**src/rtl/fp_pkg.sv**
```systemverilog
// Shared definitions for the floating-point add/sub unit: default field widths,
// FSM state encoding and the over/underflow flag codes.
package fp_pkg;

    localparam int unsigned EXP_W_DEF = 5;
    localparam int unsigned MAN_W_DEF = 10;
    localparam int unsigned BIAS_DEF  = (1 << (EXP_W_DEF - 1)) - 1;

    localparam logic [1:0] OFUF_NONE  = 2'b00;
    localparam logic [1:0] OFUF_OVER  = 2'b10;
    localparam logic [1:0] OFUF_UNDER = 2'b01;

    typedef enum logic [2:0] {
        S_IDLE,
        S_UNPACK,
        S_ALIGN,
        S_ADD,
        S_NORM,
        S_ROUND,
        S_DONE
    } state_t;

endpackage

```
**src/rtl/fp_rne_round.sv**
```systemverilog
// Round-to-nearest-even on a normalised {hidden, frac, G, R, S} mantissa, then
// pack the word and flag exponent overflow.
module fp_rne_round
    import fp_pkg::*;
#(
    parameter int unsigned EXP_W = EXP_W_DEF,
    parameter int unsigned MAN_W = MAN_W_DEF
) (
    input  logic                   sign,
    input  logic [EXP_W-1:0]       exp,
    input  logic [MAN_W+3:0]       man,
    output logic [EXP_W+MAN_W:0]   result_c,
    output logic [1:0]             ofuf_c
);

    localparam logic [EXP_W:0] EXP_MAX = (EXP_W+1)'((1 << EXP_W) - 1);

    logic                 inc;
    logic [MAN_W+1:0]     rounded;
    logic [EXP_W:0]       exp_adj;
    logic [MAN_W-1:0]     frac;

    always_comb begin
        inc      = man[2] & (man[1] | man[0] | man[3]);
        rounded  = {1'b0, man[MAN_W+3:3]} + (MAN_W+2)'(inc);
        // Rounding carry-out leaves 10.00..0: renormalise by one and bump the exponent
        exp_adj  = {1'b0, exp} + (EXP_W+1)'(rounded[MAN_W+1]);
        frac     = rounded[MAN_W+1] ? rounded[MAN_W:1] : rounded[MAN_W-1:0];
        result_c = {sign, exp_adj[EXP_W-1:0], frac};
        ofuf_c   = OFUF_NONE;
        if (exp_adj >= EXP_MAX) begin
            result_c = {sign, {EXP_W{1'b1}}, {MAN_W{1'b0}}};
            ofuf_c   = OFUF_OVER;
        end
    end

endmodule

```
**src/rtl/fp_addsub_rne_seq.sv**
```systemverilog
// Multi-cycle floating-point adder/subtractor: one alignment or normalisation
// shift per cycle, guard/round/sticky tracking and RNE rounding.
module fp_addsub_rne_seq
    import fp_pkg::*;
#(
    parameter int unsigned EXP_W = EXP_W_DEF,
    parameter int unsigned MAN_W = MAN_W_DEF
) (
    input  logic                   clk,
    input  logic                   reset,
    input  logic                   start,
    input  logic                   addSub,
    input  logic [EXP_W+MAN_W:0]   X,
    input  logic [EXP_W+MAN_W:0]   Y,
    output logic                   busy,
    output logic                   done,
    output logic [EXP_W+MAN_W:0]   result,
    output logic [1:0]             OFUF
);

    localparam int unsigned W  = 1 + EXP_W + MAN_W;
    localparam int unsigned M  = MAN_W + 4;
    localparam int unsigned SW = MAN_W + 5;

    localparam logic [EXP_W-1:0] EXP_ONES = '1;
    localparam logic [EXP_W-1:0] EXP_ZERO = '0;
    localparam logic [EXP_W:0]   COLLAPSE = (EXP_W+1)'(MAN_W + 2);

    state_t           state, state_nxt;
    logic             busy_nxt, done_nxt;
    logic [W-1:0]     result_nxt;
    logic [1:0]       ofuf_nxt;

    logic             sx, sx_nxt, sy, sy_nxt, sr, sr_nxt;
    logic [EXP_W-1:0] ex, ex_nxt, ey, ey_nxt, er, er_nxt, diff;
    logic [M-1:0]     mx, mx_nxt, my, my_nxt;
    logic [SW-1:0]    mr, mr_nxt, sum;
    logic [W-1:0]     res_q, res_nxt, rnd_result_c;
    logic [1:0]       ofq, ofq_nxt, rnd_ofuf_c;

    fp_rne_round #(
        .EXP_W (EXP_W),
        .MAN_W (MAN_W)
    ) u_round (
        .sign     (sr),
        .exp      (er),
        .man      (mr[M-1:0]),
        .result_c (rnd_result_c),
        .ofuf_c   (rnd_ofuf_c)
    );

    // State, output and datapath registers
    always_ff @(posedge clk or posedge reset) begin
        if (reset) begin
            state  <= S_IDLE;
            busy   <= 1'b0;
            done   <= 1'b0;
            result <= '0;
            OFUF   <= OFUF_NONE;
            sx     <= 1'b0;
            sy     <= 1'b0;
            sr     <= 1'b0;
            ex     <= '0;
            ey     <= '0;
            er     <= '0;
            mx     <= '0;
            my     <= '0;
            mr     <= '0;
            res_q  <= '0;
            ofq    <= OFUF_NONE;
        end else begin
            state  <= state_nxt;
            busy   <= busy_nxt;
            done   <= done_nxt;
            result <= result_nxt;
            OFUF   <= ofuf_nxt;
            sx     <= sx_nxt;
            sy     <= sy_nxt;
            sr     <= sr_nxt;
            ex     <= ex_nxt;
            ey     <= ey_nxt;
            er     <= er_nxt;
            mx     <= mx_nxt;
            my     <= my_nxt;
            mr     <= mr_nxt;
            res_q  <= res_nxt;
            ofq    <= ofq_nxt;
        end
    end

    always_comb begin
        state_nxt  = state;
        done_nxt   = 1'b0;
        result_nxt = result;
        ofuf_nxt   = OFUF;
        sx_nxt     = sx;
        sy_nxt     = sy;
        sr_nxt     = sr;
        ex_nxt     = ex;
        ey_nxt     = ey;
        er_nxt     = er;
        mx_nxt     = mx;
        my_nxt     = my;
        mr_nxt     = mr;
        res_nxt    = res_q;
        ofq_nxt    = ofq;
        sum        = '0;
        diff       = (ex > ey) ? ex - ey : ey - ex;

        case (state)
            S_IDLE: begin
                // busy still covers the done cycle, so a start held there is ignored
                if (start && !busy) begin
                    sx_nxt    = X[W-1];
                    ex_nxt    = X[W-2:MAN_W];
                    mx_nxt    = {1'b1, X[MAN_W-1:0], 3'b000};
                    sy_nxt    = Y[W-1] ^ addSub;
                    ey_nxt    = Y[W-2:MAN_W];
                    my_nxt    = {1'b1, Y[MAN_W-1:0], 3'b000};
                    state_nxt = S_UNPACK;
                end
            end

            S_UNPACK: begin
                ofq_nxt   = OFUF_NONE;
                state_nxt = S_DONE;
                if (ex == EXP_ONES || ey == EXP_ONES) begin
                    res_nxt = {(ex == EXP_ONES) ? sx : sy, EXP_ONES, {MAN_W{1'b0}}};
                    ofq_nxt = OFUF_OVER;
                end else if (ex == EXP_ZERO && ey == EXP_ZERO) begin
                    res_nxt = {sx & sy, {(W-1){1'b0}}};
                end else if (ex == EXP_ZERO) begin
                    res_nxt = {sy, ey, my[M-2:3]};
                end else if (ey == EXP_ZERO) begin
                    res_nxt = {sx, ex, mx[M-2:3]};
                end else begin
                    state_nxt = S_ALIGN;
                end
            end

            S_ALIGN: begin
                // Far-apart exponents only ever contribute a sticky bit
                if (ex == ey) begin
                    state_nxt = S_ADD;
                end else if (ex > ey) begin
                    if ({1'b0, diff} > COLLAPSE) begin
                        my_nxt = M'(1);
                        ey_nxt = ex;
                    end else begin
                        my_nxt = {1'b0, my[M-1:2], my[1] | my[0]};
                        ey_nxt = ey + EXP_W'(1);
                    end
                end else begin
                    if ({1'b0, diff} > COLLAPSE) begin
                        mx_nxt = M'(1);
                        ex_nxt = ey;
                    end else begin
                        mx_nxt = {1'b0, mx[M-1:2], mx[1] | mx[0]};
                        ex_nxt = ex + EXP_W'(1);
                    end
                end
            end

            S_ADD: begin
                if (sx == sy) begin
                    sum    = {1'b0, mx} + {1'b0, my};
                    sr_nxt = sx;
                end else if (mx >= my) begin
                    sum    = {1'b0, mx} - {1'b0, my};
                    sr_nxt = sx;
                end else begin
                    sum    = {1'b0, my} - {1'b0, mx};
                    sr_nxt = sy;
                end
                mr_nxt = sum;
                er_nxt = ex;
                if (sum == '0) begin
                    res_nxt   = '0;
                    ofq_nxt   = OFUF_NONE;
                    state_nxt = S_DONE;
                end else begin
                    state_nxt = S_NORM;
                end
            end

            S_NORM: begin
                if (mr[SW-1]) begin
                    mr_nxt    = {1'b0, mr[SW-1:2], mr[1] | mr[0]};
                    er_nxt    = er + EXP_W'(1);
                    state_nxt = S_ROUND;
                end else if (!mr[SW-2]) begin
                    // Denormals are flushed: running out of exponent is an underflow
                    if (er <= EXP_W'(1)) begin
                        res_nxt   = {sr, {(W-1){1'b0}}};
                        ofq_nxt   = OFUF_UNDER;
                        state_nxt = S_DONE;
                    end else begin
                        mr_nxt = {mr[SW-2:0], 1'b0};
                        er_nxt = er - EXP_W'(1);
                    end
                end else begin
                    state_nxt = S_ROUND;
                end
            end

            S_ROUND: begin
                res_nxt   = rnd_result_c;
                ofq_nxt   = rnd_ofuf_c;
                state_nxt = S_DONE;
            end

            S_DONE: begin
                done_nxt   = 1'b1;
                result_nxt = res_q;
                ofuf_nxt   = ofq;
                state_nxt  = S_IDLE;
            end

            default: state_nxt = S_IDLE;
        endcase

        busy_nxt = (state_nxt != S_IDLE) || (state == S_DONE);
    end

endmodule
```
**config.mk**
```make
export PLATFORM = sky130hd
export DESIGN_NAME = fp_addsub_rne_seq
export DESIGN_NICKNAME = d
export VERILOG_FILES = /design/src/rtl/fp_pkg.sv /design/src/rtl/fp_rne_round.sv /design/src/rtl/fp_addsub_rne_seq.sv
export SDC_FILE = /design/constraint.sdc
export NUM_CORES = 1
export LEC_CHECK = 0
export ABC_CLOCK_PERIOD_IN_PS = 3600
export CAP_MARGIN = 30
export CORE_MARGIN = 8
export CORE_UTILIZATION = 55
export DETAILED_ROUTE_END_ITERATION = 10
export GPL_TIMING_DRIVEN = 0
export MAX_ROUTING_LAYER = met4
export PLACE_DENSITY = 0.78
export SLEW_MARGIN = 10
export SYNTH_ARGS = -nofsm -noshare
export SYNTH_HDL_FRONTEND = slang
export SYNTH_SLANG_ARGS = --single-unit
export TNS_END_PERCENT = 30
```
**constraint.sdc**
```tcl
create_clock -name clk -period 3.6 [get_ports clk]
set_clock_uncertainty 0.2 [all_clocks]
set_input_delay 0.36 -clock clk [delete_from_list [all_inputs] [get_ports clk]]
set_output_delay 0.36 -clock clk [all_outputs]
set_load 0.03 [all_outputs]
```
# After elaboration in Yosys (flattened, before gate mapping)
# Index checks and enable logic that the tools add are counted.
# op_classes
addsub,11
order_cmp,5
n_eq_ne,21
muxes,65
bitwise_logic,7
n_reduce_logical,19
# ops
op,count
2-to-1 mux 16 bit,8
2-to-1 mux 14 bit,9
one-hot mux 16 bit (4 select lines),1
2-to-1 mux 15 bit,4
2-to-1 mux 5 bit,12
one-hot mux 14 bit (2 select lines),2
one-hot mux 15 bit (2 select lines),1
one-hot mux 5 bit (2 select lines),3
subtractor 14 x 14 -> 15 bit,2
2-to-1 mux 3 bit,9
2-to-1 mux 13 bit,2
one-hot mux 3 bit (6 select lines),1
"!= test 2 bit, second input constant",8
adder 14 x 14 -> 15 bit,1
"adder 5 x 1 -> 5 bit, second input constant",3
logical NOT 15 bit,1
greater-or-equal comparator 14 bit,1
2-to-1 mux 2 bit,7
adder 11 x 1 -> 12 bit,1
"== test 5 bit, second input constant",2
logical NOT 5 bit,2
2-to-1 mux 10 bit,1
subtractor 5 bit,2
"== test 3 bit, second input constant",3
29 further kinds,42
# totals
regBits,102
inputBits,36
output_inout_bits,20
word_cells,145

# Logic depth before layout (Yosys ltp)
# Gate-level depths: netlist of run 1.
# logic_depth
ltp_word,9
depth_mapped,17
mapped_depth_nobuf,16

# Modules after synthesis
# A second synthesis of run 1 with hierarchy kept.
# unflattened
cells_unflattened,1026
hier_area_um2,8353.0
# by_module_without_submodules
module,n_inst,cells_each,area_per_inst_um2,seq_area_each_um2
fp_addsub_rne_seq,1,957,7903.8,2552.4
fp_rne_round,1,69,449.2,0.0

# Worst setup path before layout of run 1
# OpenSTA, ideal clock, no wires.
# synth_timing
path_kind,register -> register
start,register mx[1]
end,register res_q[0]
setup_ps,124
arrival_time_ps,3219
t_required_ps,3276
path_slack_ps,57
stages_incl_launch_ff,15
path_buffers,2
period_less_slack_ps,3543
cell_sequence,dfrtp_1 > inv_1 > fa_1 > o21ba_1 > or4_4 > a21oi_2 > o311ai_1 > a21oi_1 > a311oi_2 > nor4_1 > nand4_1 > buf_6 > buf_8 > mux2i_1 > or2_1
# synth_between
elab_chain_len,7
elab_cells_between_ends,10
classes_between,3 x add/sub; 1 x order compare; 1 x eq/ne; 3 x mux; 2 x reduce/logical
# synth_rtl
element,line,source
"start, declared",fp_addsub_rne_seq.sv:36,"logic [M-1:0] mx, mx_nxt, my, my_nxt;"
"start signal, assigned",fp_addsub_rne_seq.sv:83,mx <= mx_nxt;
"subtractor 14 x 14 -> 15 bit, or another cell as far along",fp_addsub_rne_seq.sv:172,"sum = {1'b0, my} - {1'b0, mx};"
2-to-1 mux 15 bit,fp_addsub_rne_seq.sv:168,end else if (mx >= my) begin
2-to-1 mux 15 bit (*),fp_addsub_rne_seq.sv:165,if (sx == sy) begin
2-to-1 mux 15 bit (*),fp_addsub_rne_seq.sv:110,case (state)
logical NOT 15 bit (*),fp_addsub_rne_seq.sv:177,if (sum == '0) begin
!= test 2 bit (no line) (*),--,
AND reduction 6 bit (no line) (*),--,
"end signal, assigned",fp_addsub_rne_seq.sv:86,res_q <= res_nxt;
"end, declared",fp_addsub_rne_seq.sv:38,"logic [W-1:0] res_q, res_nxt, rnd_result_c;"
# Every way passes the cells marked *; elsewhere a longest branch is shown, timed or not. The select of a mux whose other input is x is not followed.
# A chain may end at the register's enable or synchronous reset.

# Final worst setup path of run 1
# layout_timing
start,register mx[0]
end,register ofq[1]
# layout_between
elab_chain_len,7
elab_cells_between_ends,10
classes_between,3 x add/sub; 1 x order compare; 1 x eq/ne; 3 x mux; 2 x reduce/logical
# layout_rtl
element,line,source
"subtractor 14 x 14 -> 15 bit, or another cell as far along",fp_addsub_rne_seq.sv:172,
2-to-1 mux 15 bit,fp_addsub_rne_seq.sv:168,
2-to-1 mux 15 bit (*),fp_addsub_rne_seq.sv:165,
2-to-1 mux 15 bit (*),fp_addsub_rne_seq.sv:110,
logical NOT 15 bit (*),fp_addsub_rne_seq.sv:177,
!= test 2 bit (no line) (*),--,
AND reduction 5 bit (no line) (*),--,
"end signal, assigned",fp_addsub_rne_seq.sv:87,ofq <= ofq_nxt;
"end, declared",fp_addsub_rne_seq.sv:39,"logic [1:0] ofq, ofq_nxt, rnd_ofuf_c;"
# Marks and branches as above.

==> flow_summary.json, run 1 <==
{
  "ant_nets": 0,
  "gp_congestion": 0.975,
  "totalWireLength_mm": 28.4,
  "ctsHoldBuffers": 0,
  "status": "complete, but fails checks",
  "cp_slowest_cell": "or4_4",
  "ys_top_cells_by_count": "nand2_1 (159), dfrtp_1 (102), a21oi_1 (87)",
  "final_hold_viol_count": 0,
  "grt_antenna_before_repair": 0,
  "synthSimpleGateAreaFrac_pct": 21.2,
  "synth_area_leaders": "dfrtp_1 (29%), ha_1 (9.6%), nand2_1 (6.7%), a21oi_1 (4.9%), mux2i_1 (3.6%)",
  "period_minus_slack_ns": 3.81,
  "n_antenna_cell": 0,
  "netlist.area_leader.share_pct": 28.7,
  "wl_per_cell_microns": 19.8,
  "synth_top_area_cell": "dfrtp_1",
  "seq_area_frac_synth_pct": 28.7,
  "start_util_pct": 56.1,
  "failed_checks": "setup timing",
  "async_reset_ff_share_pct": 100,
  "critPathRequiredTime_ns": 3.65,
  "grt_pass1_vias": 8615,
  "drv_slew": 0,
  "crit_arrival_ns": 3.86,
  "setup_viol": 19,
  "ys_types": 96,
  "finalNetCount": 1325,
  "synth_top_family_by_area": "compound AO/OA/AOI/OAI gates",
  "die_w_microns": 143,
  "synth_fa_ha_area_share_pct": 10.8,
  "port_buffers": 55,
  "path_max_fanout": 5,
  "ys_ff_latch": 102,
  "path_class": "flop to flop",
  "core_area_sq_um": 15900,
  "met1_length_mm": 11.8,
  "whs_ns": 0.156,
  "synth.most_common_cell": "nand2_1",
  "clk-insertion-delay-late_ns": 0.37,
  "drive_above_1_share_pct": 14.7,
  "wl_met3_mm": 2.19,
  "synth_compound_area_share_pct": 26.3,
  "fin_ws_ns": -0.210,
  "hold_path.class": "input port to async pin",
  "area_growth_pct": 21.5,
  "cts_buffer_depth": 2,
  "clock-sinks": 102,
  "worst_path_largest_cell_delay_ns": 0.44,
  "die_height_microns": 143,
  "syn_nets": 1213,
  "synth_top_flop_cell": "dfrtp_1",
  "vias": 8985,
  "synth_mux_area_share_pct": 3.89,
  "root_buffer": "clkbuf_16",
  "cts_buffers": 9,
  "crit_chain": "ha_2 -> inv_2 -> fa_2 -> o21ba_4 -> or4_4 -> a21oi_4 -> o311ai_4 -> a21oi_2 -> a311oi_4 -> nor4_1 -> nand4_1 -> buf_4 -> buf_6 -> and3_4 -> a211o_1",
  "timing.slew.headroom_pct": 44.5,
  "endpoint_kind": "flop",
  "worst_slew_pin_slew_ns": 0.812,
  "cap_violations": 0,
  "dr.pass1.iters": 6,
  "max_freq_ghz": 0.262,
  "grt_pass1_wl_mm": 44.7,
  "top_layer": "met4",
  "post-place-ws_ns": -0.708,
  "remaining_drc_errors": 0,
  "htreeDepth": 3,
  "grt_max_degree": 67,
  "synth_cells": 1104,
  "cts_tree": "done",
  "layout_worst_path_cycle_share_pct": 106,
  "viasPerCell": 6.25,
  "row_count": 46,
  "path_clk_slew_ns": 0.08,
  "dp_hpwl_mm": 21.1,
  "synth_edf_count": 0,
  "critPathLaunchType": "flop",
  "gr-total-overflow": 0,
  "drt_iter0_markers": 866,
  "io_pins": 56,
  "dieArea_sq_um": 20500,
  "rsz0062_at_grt": "yes",
  "yosysWarningCount": 0,
  "grt_usage_pct": 28.3,
  "wl_met2_mm": 13.5,
  "r2r_setup_slack_ns": -0.21,
  "synth_xor_xnor_area_share_pct": 2.06,
  "syn_area_per_cell_sq_um": 8.07,
  "syn_area_sq_um": 8910
}
[final timing paths]
kind,from,to,cells after the start
max reg2reg,mx[0],ofq[1],15
min in group clk,result[1],result[1],2
min reg2reg,result[1],result[1],2
min,reset,OFUF[0],2
max,mx[0],ofq[1],15
max in group asynchronous,reset,mx[1],3
[placed cells by master (no fill, tap or decap), types with 8 or more instances in the layout]
| master | n |
|---|---|
| a211oi_1 | 18 |
| a21o_1 | 12 |
| a21oi_1 | 83 |
| a222oi_1 | 10 |
| and2_1 | 9 |
| and3_1 | 18 |
| buf_4 | 48 |
| buf_6 | 11 |
| clkbuf_1 | 47 |
| clkbuf_16 | 10 |
| clkdlybuf4s50_1 | 55 |
| dfrtp_1 | 91 |
| dfrtp_2 | 11 |
| ha_1 | 60 |
| inv_1 | 63 |
| mux2i_1 | 30 |
| nand2_1 | 158 |
| nand2b_1 | 12 |
| nand3_1 | 17 |
| nand4_1 | 12 |
| nor2_1 | 73 |
| nor3_1 | 27 |
| o211ai_1 | 9 |
| o21ai_0 | 62 |
| o21bai_1 | 11 |
| o22ai_1 | 9 |
| or2_1 | 8 |
| xnor2_1 | 16 |
[registers in the layout, summed over array words and instances (netlist names)]
register and cells:
mr 15, mx 14, sr 1, my 14
res_q 16, ofq 2, ex 5, er 5
done 1, ey 5, OFUF 2, result 16
busy 1, sy 1, state 3, sx 1
[through the flow]
| stage | setup TNS (ns) | util, % | std cells | instance area, sq um |
|---|---|---|---|---|
| 5_1_grt | -4.98 | 68.1 | 1437 | 10800 |
| 2_1_floorplan | 0 | - | 1104 | 8910 |
| 4_1_cts | -2.25 | 65.8 | 1418 | 10500 |
| 3_5_place_dp | -26.08 | 61.5 | 1376 | 9760 |
| 3_3_place_gp | -157.00 | 61.2 | 1375 | 9730 |
| 6_report | -2.85 | 68.1 | 1437 | 10800 |
[kinds of logic (layout without fill, tap and decap cells)]
logic type | Yosys count | count (layout)
xor+xnor | 21 | 21
compound gates | 335 | 335
fa+ha+maj | 74 | 74
buf+inv | 146 | 263
flops | 102 | 102
mux | 34 | 34
simple gates | 392 | 392
[final cells by class]
| class | instances | area [sq um] |
|---|---|---|
| Buffer | 73 | 405 |
| Clock buffer | 10 | 229 |
| Clock inverter | 6 | 75.1 |
| Fill cell | 1365 | 5060 |
| Inverter | 72 | 278 |
| Multi-Input combinational cell | 856 | 6050 |
| Sequential cell | 102 | 2570 |
| Tap cell | 216 | 270 |
| Timing Repair Buffer | 102 | 948 |
[worst max-delay path: cells and delay by family (launching register included)]
| kind | cells | cell delay, ns |
|---|---|---|
| AO/OA/AOI/OAI | 6 | 1.16 |
| buffers and inverters | 3 | 0.36 |
| adder cells (fa/ha/maj) | 2 | 0.55 |
| AND/OR/NAND/NOR | 4 | 1.05 |
| flip-flops | 1 | 0.39 |
[routing by layer]
| metal | global-route usage, % | up-vias |
|---|---|---|
| li1 | - | 4198 |
| met1 | 34.4 | 4288 |
| met2 | 46.0 | 432 |
| met3 | 4.84 | 67 |
| met4 | 11.2 | 0 |
| met5 | - | - |
[what timing repair did]
item / in CTS / in global routing
endpoints found under the setup margin: 56 / 54
buffers inserted: 26 / 18
resized for setup: 48 / 56
gates cloned: 1 / 1
pin swaps: 17 / 28
Power of run 1 is not shown: default switching activity piles up to over one toggle a cycle in this logic, so the estimate is an artifact.
==> inputs of run 2 (changes only) <==
PLACE_DENSITY = unset   (was 0.78)
PLACE_DENSITY_LB_ADDON = 0.12   (was unset)
TNS_END_PERCENT = unset   (was 30)
==> run 2 against run 1 <==
Compared with the run above:
- the run still ends with setup timing left
- clock-buffer cell count shrank 1
- wire length rose by 0.81%
- global-route usage is 0.32 points higher
- non-clock buffer count unchanged
- register-to-register slack worse by 0.06 ns
- die area unchanged
- sequential share of layout area shrank 0.073 points
- worst setup slack got worse by 0.060 ns
- final cell count hardly changed
- utilization rose by 0.11 points
- critical path depth fell by 1
==> flow_summary.json, run 2 (synthesized netlist as in run 1, its figures left out) <==
{
  "status": "complete, but fails checks",
  "failed_checks": "setup timing",
  "cts_tree": "done",
  "startpoint": "my[1]",
  "ant_nets": 0,
  "period_minus_slack_ns": 3.87,
  "path_class": "flop to flop",
  "io_pins": 56,
  "row_count": 46,
  "totalWireLength_mm": 28.6,
  "r2r_setup_slack_ns": -0.27,
  "final_hold_viol_count": 0,
  "gr-total-overflow": 0,
  "timing.rr.end": "busy",
  "gp_congestion": 0.975,
  "die_w_microns": 143,
  "grt_usage_pct": 28.6,
  "hold_path.class": "input port to async pin",
  "port_buffers": 55,
  "cts_buffer_depth": 2,
  "root_buffer": "clkbuf_16",
  "critPathRequiredTime_ns": 3.63,
  "htreeDepth": 3,
  "start_util_pct": 56.1,
  "n_antenna_cell": 0,
  "viasPerCell": 6.14,
  "area_growth_pct": 21.7,
  "largest_registers": "res_q x16, result x16, mr x15",
  "grt_antenna_before_repair": 0,
  "vias": 8823,
  "rr_startpoint": "my[1]",
  "fin_ws_ns": -0.271,
  "regArea_sq_um": 2560,
  "path_clk_slew_ns": 0.07,
  "worst_slew_pin_slew_ns": 0.800,
  "multiInputGateArea_sq_um": 6050,
  "wl_per_cell_microns": 19.9,
  "drive_above_1_share_pct": 14.6,
  "dp_hpwl_mm": 21.7,
  "rsz0062_at_grt": "yes",
  "grt_max_degree": 66,
  "fillers": 1405,
  "core_area_sq_um": 15900,
  "remaining_drc_errors": 0,
  "max_freq_ghz": 0.258,
  "final_cell_mix": "nand2_1 (159), dfrtp_1 (94), a21oi_1 (84)",
  "crit_arrival_ns": 3.90,
  "reg2reg_depth": 14,
  "dieArea_sq_um": 20500,
  "endpoint_kind": "flop",
  "layout_worst_path_cycle_share_pct": 108,
  "path_max_fanout": 7,
  "critPathLaunchType": "flop",
  "whs_ns": 0.160,
  "grt_pass1_wl_mm": 44.6,
  "setup_viol": 18,
  "drt_iter0_markers": 872,
  "cap_violations": 0,
  "dr.pass1.iters": 6,
  "die_height_microns": 143,
  "finalNetCount": 1325,
  "clock-sinks": 102,
  "grt_pass1_vias": 8348,
  "clk-insertion-delay-late_ns": 0.37,
  "final_common_cell": "nand2_1",
  "ctsHoldBuffers": 0,
  "drv_slew": 0,
  "cts_buffers": 9,
  "timing.slew.headroom_pct": 46.7
}
==> run 2: cell count changes in the layout (fill, tap and decap cells not counted), moves of 3 or more <==
cell / delta
buf_12: +4
buf_4: -6
dfrtp_1: +3
dfrtp_2: -3
ha_4: -3
inv_1: +3
==> run 2: worst max-delay path, stage by stage, from the launching register on <==
cell	delay, ns
dfrtp_2	0.44
buf_12	0.14
ha_4	0.30
nand2b_4	0.06
a211o_4	0.35
a22o_4	0.27
o21ai_4	0.21
buf_8	0.17
mux2_4	0.32
a311oi_4	0.35
nor4_2	0.09
nand4_1	0.13
buf_6	0.18
a31oi_4	0.10
or4_4	0.43
==> run 2: worst max-delay path by stage <==
stage | slack (ns) | to | cells past startpoint
final | -0.27 | busy | 14
after global routing | -0.36 | res_q[2] | 16
after CTS | -0.22 | res_q[8] | 15
after detailed placement | -0.56 | res_q[2] | 16
after global placement | -1.35 | ex[0] | 2
after floorplan | 0.06 | res_q[0] | 14
==> run 2: final cells by class <==
cell class | count | share of cell area [%]
multi-input combinational | 856 | 55.8
buffer | 73 | 3.68
tap | 216 | 2.49
timing repair buffer | 102 | 9.12
inverter | 72 | 2.54
clock inverter | 6 | 0.646
sequential | 102 | 23.6
clock buffer | 9 | 2.08
==> run 2: repair_timing <==
action                                  in CTS  in global routing
endpoints found under the setup margin      56                 50
pin swaps                                   15                 23
gates cloned                                 1                  0
resized for setup                           45                 52
buffers inserted                            24                 21
==> run 2: through the flow <==
stage	setup slack, ns	instance area [sq um]	util (%)	instances	TNS, ns
after global placement	-1.35	9730	61.2	1375	-159.39
after global routing	-0.357	10800	68.2	1436	-6.76
after CTS	-0.216	10500	65.8	1415	-2.92
after detailed placement	-0.557	9760	61.5	1376	-22.72
final	-0.271	10800	68.2	1436	-3.16
after floorplan	0.0565	8910	-	1104	0
==> run 2: routing by layer <==
metal  global-route usage [%]  share of wire [%]  wire length (microns)
met5                        -                  0                      0
met4                     10.7                2.6                    737
met3                     3.11                6.4                   1830
met2                     45.5                 47                  13500
met1                     36.9                 44                  12500
Power of run 2 is left out for the same reason.
==> inputs of run 3 (changes only) <==
CORE_UTILIZATION = 50   (was 55)
SLEW_MARGIN = unset   (was 10)
==> run 3 against run 2 <==
Compared with the run above:
- the flow still finishes with violations (setup timing)
- largest cell class unchanged
- register-to-register slack lost 0.03 ns
- hold slack improved by 0.011 ns
- utilization fell by 7.3 points
- non-clock buffer count is 4 higher
- highest routed layer unchanged
==> flow_summary.json, run 3 (synthesized netlist as in run 1, its figures left out) <==
{
  "status": "complete, but fails checks",
  "failed_checks": "setup timing",
  "gr-total-overflow": 0,
  "drt_iter0_markers": 757,
  "drv_slew": 0,
  "viasPerCell": 6.04,
  "path_class": "flop to flop",
  "max_freq_ghz": 0.256,
  "startpoint": "mx[0]",
  "cts_buffers": 9,
  "period_minus_slack_ns": 3.90,
  "path_clk_slew_ns": 0.08,
  "port_buffers": 55,
  "critPathLaunchType": "flop",
  "final_hold_viol_count": 0,
  "vias": 8781,
  "grt_usage_pct": 26.2,
  "grt_pass1_wl_mm": 45.1,
  "endpoint_kind": "flop",
  "timing.slew.headroom_pct": 48.2,
  "rr_startpoint": "mx[0]",
  "ant_nets": 0,
  "hold_path.class": "input port to async pin",
  "die_height_microns": 149,
  "start_util_pct": 50.3,
  "clk-insertion-delay-late_ns": 0.37,
  "dieArea_sq_um": 22300,
  "remaining_drc_errors": 0,
  "multiInputGateArea_sq_um": 6000,
  "root_buffer": "clkbuf_16",
  "largest_registers": "res_q x16, result x16, mr x15",
  "htreeDepth": 3,
  "grt_pass1_vias": 8398,
  "reg2reg_depth": 14,
  "whs_ns": 0.170,
  "io_pins": 56,
  "dr.pass1.iters": 5,
  "n_antenna_cell": 0,
  "crit_arrival_ns": 3.94,
  "fin_ws_ns": -0.304,
  "grt_max_degree": 66,
  "cts_buffer_depth": 2,
  "row_count": 49,
  "totalWireLength_mm": 28.2,
  "grt_antenna_before_repair": 0,
  "clock-sinks": 102,
  "r2r_setup_slack_ns": -0.30,
  "dp_hpwl_mm": 21.2,
  "worst_slew_pin_slew_ns": 0.758,
  "path_max_fanout": 5,
  "core_area_sq_um": 17700,
  "final_common_cell": "nand2_1",
  "wl_per_cell_microns": 19.4,
  "die_w_microns": 149,
  "drive_above_1_share_pct": 14.2,
  "rsz0062_at_grt": "yes",
  "layout_worst_path_cycle_share_pct": 108,
  "setup_viol": 19,
  "critPathRequiredTime_ns": 3.64,
  "gp_congestion": 0.945,
  "cts_tree": "done",
  "timing.rr.end": "busy",
  "finalNetCount": 1329,
  "ctsHoldBuffers": 0,
  "final_cell_mix": "nand2_1 (159), dfrtp_1 (94), a21oi_1 (84)",
  "cap_violations": 0,
  "area_growth_pct": 21.2,
  "fillers": 1586,
  "regArea_sq_um": 2560
}
-- run 3: cell count changes in the layout (fill, tap and decap cells not counted), sizes merged --
cell      previous run  this run
clkinvlp             2         1
clkbuf              60        59
buf                 69        75
clkinv               1         3
bufinv               1         0
-- run 3: how the worst max path moves through the flow --
stage / cells past startpoint / to
final: 14 / busy
after global routing: 17 / busy
after CTS: 14 / busy
after detailed placement: 13 / ey[1]
after global placement: 2 / ey[0]
after floorplan: 14 / res_q[0]
-- run 3: worst max-delay path: stages, from the launching register on --
cell      delay, ns
dfrtp_1        0.36
ha_2           0.19
inv_2          0.04
fa_2           0.37
o21ba_4        0.20
or4_4          0.51
a21oi_4        0.23
o311ai_4       0.14
and3_4         0.21
a311oi_4       0.34
nor4_1         0.10
nand4_1        0.15
buf_6          0.20
a31oi_4        0.10
or4_4          0.42
-- run 3: layout make-up --
type / instances / share of cell area [%]
inverter: 72 / 2.53
tap: 229 / 2.65
clock inverter: 6 / 0.510
buffer: 72 / 3.78
sequential: 102 / 23.7
multi-input combinational: 856 / 55.6
clock buffer: 10 / 2.12
timing repair buffer: 107 / 9.12
-- run 3: repair_timing --
action,in CTS,in global routing
pin swaps,37,16
gates cloned,2,0
endpoints found under the setup margin,56,49
setup buffers,36,14
resized for setup,69,22
-- run 3: routing by layer --
layer	track usage, %	vias up	share of wire, %
li1	-	4202	-
met1	33.9	4205	45
met2	41.6	324	47
met3	3.21	50	5.4
met4	9.04	0	2.7
met5	-	-	0
-- run 3: stage by stage --
step | area [sq um] | setup slack [ns] | instances | utilization, % | TNS [ns]
6_report | 10800 | -0.304 | 1454 | 60.9 | -3.82
3_3_place_gp | 9750 | -1.41 | 1388 | 55.0 | -166.93
2_1_floorplan | 8910 | 0.0565 | 1104 | - | 0
5_1_grt | 10800 | -0.392 | 1454 | 60.9 | -6.15
3_5_place_dp | 9780 | -0.619 | 1389 | 55.2 | -25.04
4_1_cts | 10600 | -0.247 | 1442 | 60.0 | -3.37
Power of run 3 is left out for the same reason.
